`src/rtl/img2col_col_feeder_if.sv`:
```
// Stream-in / global-bank-out bus of the img2col column feeder.
// The master modport is the feeder side. The slave modport is the upstream source together with the bank and PU controller.
interface img2col_col_feeder_if #(
  parameter int DATA_WIDTH = 16,
  parameter int ADDR_W     = 5
) ();
  logic                  s_valid;
  logic [DATA_WIDTH-1:0] s_data;
  logic                  s_ready;
  logic                  g_wr;
  logic [ADDR_W-1:0]     g_adrs;
  logic [DATA_WIDTH-1:0] g_data;
  logic                  g_rd;

  modport master (
    input  s_valid, s_data, g_rd,
    output s_ready, g_wr, g_adrs, g_data
  );

  modport slave (
    output s_valid, s_data, g_rd,
    input  s_ready, g_wr, g_adrs, g_data
  );
endinterface

```
`src/rtl/img2col_col_feeder.sv`:
```
// Write-side producer for the img2col global column buffer.
// It fills ROWS words per column, waits for the PU read, and walks an image as stripes of IMG_W columns.
module img2col_col_feeder #(
  parameter int DATA_WIDTH = 16,
  parameter int ROWS       = 5,
  parameter int ADDR_W     = 5,
  parameter int IMG_W      = 32,
  parameter int STRIPE_W   = 8
) (
  input  logic                clk,
  input  logic                nrst,
  input  logic                start_i,
  input  logic [STRIPE_W-1:0] stripes_i,
  img2col_col_feeder_if.master bus,
  output logic [5:0]          round_o,
  output logic                pu_start_o,
  output logic                busy_o,
  output logic                done_o,
  output logic                err_o
);

  typedef enum logic [1:0] {IDLE, FILL, WAIT_RD, FIN} state_t;

  state_t                state_q;
  logic [ADDR_W-1:0]     row_q;
  logic [5:0]            col_q;
  logic [STRIPE_W-1:0]   stripe_q;
  logic [STRIPE_W-1:0]   stripes_q;
  logic                  s_ready_q;
  logic                  g_wr_q;
  logic [ADDR_W-1:0]     g_adrs_q;
  logic [DATA_WIDTH-1:0] g_data_q;
  logic                  pu_start_q;
  logic                  busy_q;
  logic                  done_q;
  logic                  err_q;

  logic last_row;
  logic last_col;
  logic last_stripe;

  assign last_row    = (row_q == ADDR_W'(ROWS - 1));
  assign last_col    = (col_q == 6'(IMG_W - 1));
  assign last_stripe = (stripe_q == stripes_q - STRIPE_W'(1));

  // NOTE: all state and output registers use <= so every branch sees pre-edge values.
  always_ff @(posedge clk or negedge nrst) begin
    if (!nrst) begin
      state_q    <= IDLE;
      row_q      <= '0;
      col_q      <= '0;
      stripe_q   <= '0;
      stripes_q  <= '0;
      s_ready_q  <= 1'b0;
      g_wr_q     <= 1'b0;
      g_adrs_q   <= '0;
      g_data_q   <= '0;
      pu_start_q <= 1'b0;
      busy_q     <= 1'b0;
      done_q     <= 1'b0;
      err_q      <= 1'b0;
    end else begin
      g_wr_q     <= 1'b0;
      pu_start_q <= 1'b0;
      done_q     <= 1'b0;

      case (state_q)
        IDLE: begin
          if (bus.g_rd) err_q <= 1'b1;
          if (start_i) begin
            if (stripes_i != '0) begin
              // An accepted start wins over a same-cycle stray g_rd, so err clears.
              stripes_q  <= stripes_i;
              row_q      <= '0;
              col_q      <= '0;
              stripe_q   <= '0;
              err_q      <= 1'b0;
              pu_start_q <= 1'b1;
              busy_q     <= 1'b1;
              s_ready_q  <= 1'b1;
              state_q    <= FILL;
            end else begin
              done_q <= 1'b1;
            end
          end
        end

        FILL: begin
          if (bus.g_rd) err_q <= 1'b1;
          if (bus.s_valid) begin
            g_wr_q   <= 1'b1;
            g_adrs_q <= row_q;
            g_data_q <= bus.s_data;
            if (last_row) begin
              row_q     <= '0;
              s_ready_q <= 1'b0;
              state_q   <= WAIT_RD;
            end else begin
              row_q <= row_q + ADDR_W'(1);
            end
          end
        end

        WAIT_RD: begin
          if (bus.g_rd) begin
            col_q <= last_col ? 6'd0 : col_q + 6'd1;
            // done is raised on entry so it is visible during the single FIN cycle.
            if (last_col && last_stripe) begin
              done_q  <= 1'b1;
              state_q <= FIN;
            end else begin
              if (last_col) stripe_q <= stripe_q + STRIPE_W'(1);
              s_ready_q <= 1'b1;
              state_q   <= FILL;
            end
          end
        end

        FIN: begin
          busy_q  <= 1'b0;
          state_q <= IDLE;
        end

        default: state_q <= IDLE;
      endcase
    end
  end

  assign bus.s_ready = s_ready_q;
  assign bus.g_wr    = g_wr_q;
  assign bus.g_adrs  = g_adrs_q;
  assign bus.g_data  = g_data_q;
  assign round_o     = col_q;
  assign pu_start_o  = pu_start_q;
  assign busy_o      = busy_q;
  assign done_o      = done_q;
  assign err_o       = err_q;

endmodule

```
`src/flat_wrapper.sv`:
```
// flat-port wrapper written by rule: the top's interface ports become plain ports
module img2col_col_feeder_flat 
#(
  parameter int DATA_WIDTH = 16,
  parameter int ROWS       = 5,
  parameter int ADDR_W     = 5,
  parameter int IMG_W      = 32,
  parameter int STRIPE_W   = 8
)
  (clk, nrst, start_i, stripes_i, round_o, pu_start_o, busy_o, done_o, err_o, bus_s_valid, bus_s_data, bus_g_rd, bus_s_ready, bus_g_wr, bus_g_adrs, bus_g_data);
  img2col_col_feeder_if #(.DATA_WIDTH(DATA_WIDTH), .ADDR_W(ADDR_W)) bus_i ();
  input  logic clk;
  input  logic nrst;
  input  logic start_i;
  input  logic [STRIPE_W-1:0] stripes_i;
  output logic [5:0] round_o;
  output logic pu_start_o;
  output logic busy_o;
  output logic done_o;
  output logic err_o;
  input wire logic [$bits(bus_i.s_valid)-1:0] bus_s_valid;
  input wire logic [$bits(bus_i.s_data)-1:0] bus_s_data;
  input wire logic [$bits(bus_i.g_rd)-1:0] bus_g_rd;
  output wire logic [$bits(bus_i.s_ready)-1:0] bus_s_ready;
  output wire logic [$bits(bus_i.g_wr)-1:0] bus_g_wr;
  output wire logic [$bits(bus_i.g_adrs)-1:0] bus_g_adrs;
  output wire logic [$bits(bus_i.g_data)-1:0] bus_g_data;
  assign bus_i.s_valid = bus_s_valid;
  assign bus_i.s_data = bus_s_data;
  assign bus_i.g_rd = bus_g_rd;
  assign bus_s_ready = bus_i.s_ready;
  assign bus_g_wr = bus_i.g_wr;
  assign bus_g_adrs = bus_i.g_adrs;
  assign bus_g_data = bus_i.g_data;
  img2col_col_feeder #(.DATA_WIDTH(DATA_WIDTH), .ROWS(ROWS), .ADDR_W(ADDR_W), .IMG_W(IMG_W), .STRIPE_W(STRIPE_W)) u_core (.clk(clk), .nrst(nrst), .start_i(start_i), .stripes_i(stripes_i), .bus(bus_i), .round_o(round_o), .pu_start_o(pu_start_o), .busy_o(busy_o), .done_o(done_o), .err_o(err_o));
endmodule
```
`config.mk`:
```
export PLATFORM = sky130hd
export DESIGN_NAME = img2col_col_feeder_flat
export DESIGN_NICKNAME = d
export VERILOG_FILES = /design/src/rtl/img2col_col_feeder_if.sv /design/src/rtl/img2col_col_feeder.sv /design/src/flat_wrapper.sv
export SDC_FILE = /design/constraint.sdc
export NUM_CORES = 1
export LEC_CHECK = 0
export CORE_ASPECT_RATIO = 0.6
export CORE_UTILIZATION = 45
export DETAILED_ROUTE_END_ITERATION = 8
export PLACE_DENSITY_LB_ADDON = 0.1
export SYNTH_ARGS = -nofsm -noshare
export SYNTH_HDL_FRONTEND = slang
export SYNTH_SLANG_ARGS = --single-unit
```
`constraint.sdc`:
```
create_clock -name clk -period 2.2 [get_ports clk]
set_clock_uncertainty 0.05 [all_clocks]
set_input_delay 0.33 -clock clk [delete_from_list [all_inputs] [get_ports clk]]
set_output_delay 0.33 -clock clk [all_outputs]
set_load 0.03 [all_outputs]
```
==> results list, run 1 <==
* Outcome: completed
- The count of buffers added on input and output ports is 61.
- Mean routed wirelength per cell: 15.7 um
- Setup TNS: 0 ns
* # nets final: 394
- Across the VDD grid, the largest voltage drop is 0.795 mV.
- Setup violations remaining at the end of the flow were counted as 0.
- Die extent in x: 103 um
* Average instance area after synthesis: 10.5 sq um
* Register-to-register setup slack: 0.06 ns
* HPWL Detailed: 5.30 mm
- CTS tree: built
- Power per standard cell area: ~1200 mW/mm^2
* Number of buffers on the longest clock path: 2
* Number of endpoints with negative hold slack in the final report: 0
- Total grt overflow: 0
* Max-slew headroom at the worst pin: 0.679
- Critical path origin: u_core.stripes_q[0]
* Worst Setup End Kind: flip-flop
- Crit path required time: roughly 2.4 ns
- DR DRC count: 0
- The first global-routing pass estimated 11.5 mm of wire.
* Area growth, synth to finish: 39.4%
* Max-slew violation total from the final report: 0
- Max-cap violations: 0
- Of the available clock period, the critical path in the final layout requires 0.974.
* RSZ-0062 raised after global routing: yes
- The analysis attributes to cell leakage a power of roughly 1.7 nW.
- The H-tree generated during clock tree synthesis spans 2 levels.
- Clock tree root driver cell: sky130_fd_sc_hd__clkbuf_8
- Excluding fillers, the count of instances in the completed layout stands at 441.
* Number of antenna violations at the first check in global routing: 0
- For this run, the slowest stage of the critical path takes approximately 0.5 ns.
* Global placement routability congestion: 0.880
* Pre-Repair DR Iteration Count: 4
- After synthesis, the share of flip-flops with an asynchronous set or reset is 1.00.
- Finished layout cell area: between 0.003 and 0.004 sq mm
* Routed via count: about 2400
- The worst setup path is of the reg2reg kind.
- Clock sink total: 56
* Cell type with the largest total area after synthesis: sky130_fd_sc_hd__dfrtp_1
* Storage cell area: 0.00140 sq mm
* Area inside the core boundary: 0.00575 sq mm
* Yosys warning total: 0
- Number of distinct standard cells referenced by the synthesized netlist: 48
- Post-synthesis sequential area ratio: 0.507
* Num ports: 62
- Count of flip-flops with a built-in enable after synthesis: 0
- Worst min-delay path category: in2async
* Number of cells in the design after placement: 431
- FF+latch count, synth: 56
* Total detailed-routing wirelength: between 6 and 7 mm
* Crit path buffers/inverters: 2
* Number of global-route vias before repair: 2375
* CP max FO: 16
- Once detail routing completed, the nets flagged for antenna violations numbered 0.
* CP arrival: 2.34 ns
* Highest Clock Rate: ~470 MHz
- In this run the critical register-to-register path is launched from u_core.stripes_q[0].
- Cells taking the most area after synthesis: sky130_fd_sc_hd__dfrtp_1 (51%), sky130_fd_sc_hd__mux2_2 (7.7%), sky130_fd_sc_hd__nand2_1 (6.0%)
- Num CTS Buffers: 5
- Measured along the y axis, the die boundary spans 62.7 um.
- CP Cell Sequence: buf_4, nor2_1, a21oi_1, o2111ai_2, a211oi_4, buf_12, or4_4, a21oi_2
- In this run, the number of DRC markers left after iteration 0 of detailed routing was about 200.
* Tightest Pin Transition: 0.482 ns
- Cells after synthesis: between 200 and 300
- Overall fraction of global-route tracks in use: 0.236
* Standard cell with the maximum stage delay on the critical path: sky130_fd_sc_hd__or4_4
- In the final layout, the multi-input gates occupy 0.00134 sq mm.
* DIE AREA: 0.00646 sq mm
- 0 antenna diodes ended up in the layout.
- Among all flip-flop cells after synthesis, the most frequent one is sky130_fd_sc_hd__dfrtp_1.
* Mapped cell area: 0.00276 sq mm
* Final worst path period need: roughly 2.1 ns
- In the final layout, the share of cells above drive strength 1 is 0.222.
* Net count after synthesis: 298
* Starting Density: 0.480
* Maximum number of pins on one net before global-route repair: 38
- After clock tree synthesis, the clock-pin slew on the worst setup and hold paths is 0.11 ns.
- The clock reaches the later pin of the worst-skew pair after 0.31 ns.
* Instance area after placement: ~0.0037 sq mm
- Area fraction of the dominant cell type after synthesis: 0.507
* Average via count per standard cell: 5.36
- Type of origin of the critical path: flip-flop
- The filler cells instantiated in the layout total 458.
- In this run the core area contains 21 standard-cell rows.
- Kind of cell adding the most delay to the critical path: simple AND/OR/NAND/NOR gates
[repair_timing]
action | 4_1_cts | 5_1_grt
setup endpoints to repair | 2 | 10
gates resized for setup | 1 | 10
hold buffers | 1 | 0
buffers inserted | 0 | 3
pin swaps | 0 | 7
hold endpoints to repair | 19 | 0
[metal layers]
metal  vias up  GRT usage  share of wire
met3         5     0.0570          0.063
met4         0     0.0423         0.0054
li1       1134          -              -
met1      1153      0.359           0.51
met5         -          0              0
met2        73      0.343           0.42
[cells in the mapped netlist, types with 2 or more instances]
master                     count
sky130_fd_sc_hd__ha_1          5
sky130_fd_sc_hd__or4_4         2
sky130_fd_sc_hd__and2_1        2
sky130_fd_sc_hd__clkbuf_1      2
sky130_fd_sc_hd__nor2_1       14
sky130_fd_sc_hd__xor2_1        3
sky130_fd_sc_hd__nand2_1      44
sky130_fd_sc_hd__or4_1         2
sky130_fd_sc_hd__o31a_1        2
sky130_fd_sc_hd__or3_1         3
sky130_fd_sc_hd__buf_6         2
sky130_fd_sc_hd__mux2_2       19
sky130_fd_sc_hd__dfrtp_1      56
sky130_fd_sc_hd__inv_2         2
sky130_fd_sc_hd__nor2b_1       2
sky130_fd_sc_hd__o21ai_0      21
sky130_fd_sc_hd__xnor2_1       5
sky130_fd_sc_hd__o31ai_1       6
sky130_fd_sc_hd__o21ai_1       3
sky130_fd_sc_hd__inv_1         7
sky130_fd_sc_hd__nor3_1        7
sky130_fd_sc_hd__nand3_1       8
sky130_fd_sc_hd__mux2i_1       4
sky130_fd_sc_hd__a21oi_1       9
sky130_fd_sc_hd__nand2b_1      9
sky130_fd_sc_hd__nand4_1       3
[worst paths after layout]
path                                    endpoint  cells after the start
setup / recovery              u_core.stripe_q[7]                      8
hold reg to reg             u_core.bus.g_adrs[1]                      2
max in group asynchronous     u_core.stripe_q[2]                      3
setup reg to reg              u_core.stripe_q[7]                      8
min in group clk            u_core.bus.g_adrs[1]                      2
hold / removal             u_core.bus.g_data[10]                      2
[final cells by class]
type / instances / share of cell area
clock buffers: 6 / 0.0189
clock inverters: 2 / 0.00455
inverters: 10 / 0.0104
multi-input cells: 193 / 0.347
flip-flops and latches: 56 / 0.364
well taps: 80 / 0.0260
repair buffers: 94 / 0.229
[metrics by stage]
step / util / setup slack, ns / total power (W) / hold WS [ns]
final: 0.669 / 0.0564 / 0.00463 / 0.439
after global routing: 0.669 / -0.0290 / 0.00495 / 0.477
after CTS: 0.660 / 0.00509 / 0.00460 / 0.452
after detailed placement: 0.641 / -0.264 / 0.00400 / 0.266
after global placement: 0.641 / -0.152 / 0.00393 / 0.267
after floorplan: - / 0.0267 / 0.00301 / -0.0156
[cell families (layout without fill, tap and decap cells)]
kind of cell               after synthesis  count (layout)  synth area share
muxes                                   23              23            0.0920
xor gates and xnor gates                 8               8            0.0254
buffers and inverters                   15             112            0.0272
DFF                                     56              56             0.507
adders and majority gates                5               5            0.0227
AOI/OAI and AO/OA                       53              53             0.133
and+or+nand+nor                        104             104             0.192
[layout by cell type (no fill, tap or decap), types with 6 or more instances in the layout]
| master | n |
|---|---|
| sky130_fd_sc_hd__a21oi_1 | 8 |
| sky130_fd_sc_hd__nand3_1 | 8 |
| sky130_fd_sc_hd__buf_4 | 30 |
| sky130_fd_sc_hd__dfrtp_1 | 56 |
| sky130_fd_sc_hd__clkdlybuf4s50_1 | 60 |
| sky130_fd_sc_hd__nor2_1 | 14 |
| sky130_fd_sc_hd__nand2_1 | 44 |
| sky130_fd_sc_hd__nor3_1 | 6 |
| sky130_fd_sc_hd__o21ai_0 | 21 |
| sky130_fd_sc_hd__o31ai_1 | 6 |
| sky130_fd_sc_hd__mux2_2 | 19 |
| sky130_fd_sc_hd__nand2b_1 | 9 |
[report_power, final]
| group | internal [W] | switching, W | leakage (nW) |
|---|---|---|---|
| registers | 0.00138 | 0.000290 | 0.708 |
| logic | 0.00109 | 0.00129 | 0.897 |
| clock network | 0.000234 | 0.000357 | 0.0462 |
| total | 0.00270 | 0.00193 | 1.65 |
[sequential cells by signal (all words and copies together), names as in the netlist]
name                flops
u_core.busy_o           1
u_core.bus.g_wr         1
u_core.row_q            5
u_core.bus.s_ready      1
u_core.bus.g_data      16
u_core.done_o           1
u_core.round_o          6
u_core.err_o            1
u_core.stripe_q         8
u_core.pu_start_o       1
u_core.stripes_q        8
u_core.bus.g_adrs       5
u_core.state_q          2
Note: power is estimated with default switching activity, not from simulation.
==> inputs of run 2 (changes only) <==
SLEW_MARGIN = 10   (was unset)
==> results of run 2 <==
Same layout as run 1: the final DEF is identical, and so are final timing and power.
==> inputs of run 3 (changes only) <==
SETUP_SLACK_MARGIN = 0.02   (was unset)
==> run 3 against run 2 <==
Against the previous run:
- combinational power barely moved
- register-to-register slack about the same
- first-iteration DRC count down 21%
- core utilization rose by 0.72 points
- worst hold slack improved by 0.00057 ns
- highest routed layer unchanged
==> results list, run 3 (same netlist as run 1, synthesis figures left out) <==
- Outcome: completed
- Standard cell with the maximum stage delay on the critical path: sky130_fd_sc_hd__or4_4
- Post-Route Hold Slack: 0.440 ns
- TritonCTS built the clock tree.
- Num CTS Buffers: 5
- Number of antenna violations at the first check in global routing: 0
* Worst min-delay path category: in2async
- The number of global-route vias before repair was 2375.
- After layout, the worst setup slack is 0.0435 ns.
* Maximum number of pins on one net before global-route repair: 38
- The clock passes through at most 2 buffers.
- The number of antenna diodes in the final layout is 0.
- The wire-length estimate of the detail-placed layout is roughly 5.3 mm.
* Routed length on met1: 3.58 mm
- Die extent in x: about 100 um
- Mean routed wirelength per cell: 16.0 um
* Commonest non-fill, non-tap cells in the layout: sky130_fd_sc_hd__clkdlybuf4s50_1 (60), sky130_fd_sc_hd__dfrtp_1 (55), sky130_fd_sc_hd__nand2_1 (44), sky130_fd_sc_hd__buf_4 (30), sky130_fd_sc_hd__o21ai_0 (21)
* Max reg flops: 16
- Clock sink total: 56
- Cell leakage power: 1.67 nW
* Global-route wire length before repair: 11.5 mm
* Crit path required time: 2.40 ns
- After detailed routing, the number of remaining DRC violations is 0.
- Worst Setup End Kind: flip-flop
- Count of routing violations after the opening detailed-route iteration: between 150 and 200
- The finished layout holds 442 standard cells, fillers aside.
- Traced cell by cell, the critical path runs through inv_2, ha_4, xnor2_2, and4b_1, a41oi_2, a211oi_4, buf_12, or4_4, a21oi_2.
- After floorplanning, the core was divided into 21 placement rows.
- Power per standard cell area: 1200 mW/mm^2
* Routed via count: 2400
- Before CTS, the worst setup slack after placement is -0.264 ns.
* Overall fraction of global-route tracks in use: 0.236
* Tightest Pin Transition: slightly below 0.5 ns
- Total grt overflow: 0
- Final worst path period need: 2.16 ns
- After the last flow step, the layout net total stands at just under 400.
* Die Y-Extent: 62.7 um
- Routability-driven placement finished with a final weighted congestion of 0.880.
- Including well taps, the total number of placed cells is approximately 430.
- Max-slew violation total from the final report: 0
- For the final routed database, the setup TNS stands at 0 ns.
- The floorplan step defined a core boundary enclosing 0.00575 sq mm.
* Total detailed-routing wirelength: 7.06 mm
- The worst register-to-register path ends at u_core.stripe_q[7].
- CP max FO: 8
* Number of endpoints with negative hold slack in the final report: 0
- Worst setup path class: reg2reg
* Clock transition at the registers of the reported paths: 0.11 ns
- In this run the number of cells on the critical path is 9.
- Met2 wirelength from detailed routing: ~3.0 mm
- Among cell families on the critical path, the largest total delay comes from simple AND/OR/NAND/NOR gates.
- RSZ-0062 raised after global routing: yes
- CP max stage delay: 0.48 ns
- Register-to-register setup slack: 0.04 ns
- Crit path buffers/inverters: 2
* Area growth, synth to finish: 40.9%
- Met3 Wirelength: 449 um
* Clock tree root driver cell: sky130_fd_sc_hd__clkbuf_8
* Worst r2r path cells: 9
- The floorplan step defined a die boundary enclosing between 0.006 and 0.007 sq mm.
* Proportion of layout cells with a drive suffix above 1: 0.235
- CTS built an H-tree with a depth of 2.
* Type of origin of the critical path: flip-flop
- Using the TritonRoute via totals, the vias-per-cell ratio works out to 5.43.
- STA puts the critical path data arrival time at 2.36 ns.
* Final worst path period share: 0.980
* Most frequent standard cell in the layout excluding fill and tap cells: sky130_fd_sc_hd__clkdlybuf4s50_1
- Highest Clock Rate: 464 MHz
- In this run the tool buffered the top-level ports with 61 buffer cells.
* Highest routed metal layer: met4
- IR analysis of the VDD net gives a maximum drop of slightly below 0.8 mV.
- Across the run, the number of max-cap violations was 0.
- For this configuration, the core starts out at a cell density of 0.480.
- The first detailed-routing pass ran for 4 iterations.
- Max-slew headroom at the worst pin: 0.680
* Post-layout utilization of the core: 0.676
- The worst register-to-register path begins at u_core.stripes_q[1].
- The count of nets left with antenna violations once routing finished came out at 0.
* Final count of negative-setup-slack endpoints: 0
- 62 I/O pins were placed.
* Clock insertion delay at the later pin of the skew report: 0.31 ns
run 3: final cells by class:
cell class / instances / area [sq um]
Tap cell: 80 / 100
Clock buffer: 6 / 72.6
Inverter: 10 / 40.0
Fill cell: 447 / 1860
Multi-Input combinational cell: 193 / 1350
Clock inverter: 2 / 17.5
Sequential cell: 56 / 1400
Timing Repair Buffer: 95 / 906
run 3: per-stage QoR:
stage	instance area [sq um]	power, W
floorplan	2760	0.00301
finish	3890	0.00467
global placement	3690	0.00393
CTS	3800	0.00460
global route	3890	0.00498
detailed placement	3690	0.00400
run 3: worst max-delay path by stage:
stage / startpoint / end / slack [ns]
finish: u_core.stripes_q[1] / u_core.stripe_q[7] / 0.04
global route: u_core.stripes_q[0] / u_core.stripe_q[6] / -0.06
CTS: u_core.stripes_q[0] / u_core.stripe_q[3] / 0.02
detailed placement: stripes_i[5] / u_core.round_o[4] / -0.26
global placement: stripes_i[5] / u_core.stripe_q[0] / -0.15
floorplan: u_core.round_o[0] / u_core.stripe_q[6] / 0.03
run 3: per-layer routing:
layer  vias up  GRT usage
met3         5     0.0570
met5         -          0
met2        89      0.343
met1      1171      0.359
met4         0     0.0423
li1       1135          -
run 3: what timing repair did:
action	in CTS	in global routing
hold endpoints to repair	19	0
gates cloned	0	1
hold buffers	1	0
setup endpoints to repair	2	10
resized for setup	1	14
pin swaps	1	11
buffers inserted	0	1
run 3: power breakdown:
| group | switching [W] | internal, W |
|---|---|---|
| Sequential | 0.000294 | 0.00138 |
| Clock | 0.000358 | 0.000234 |
| Combinational | 0.00130 | 0.00110 |
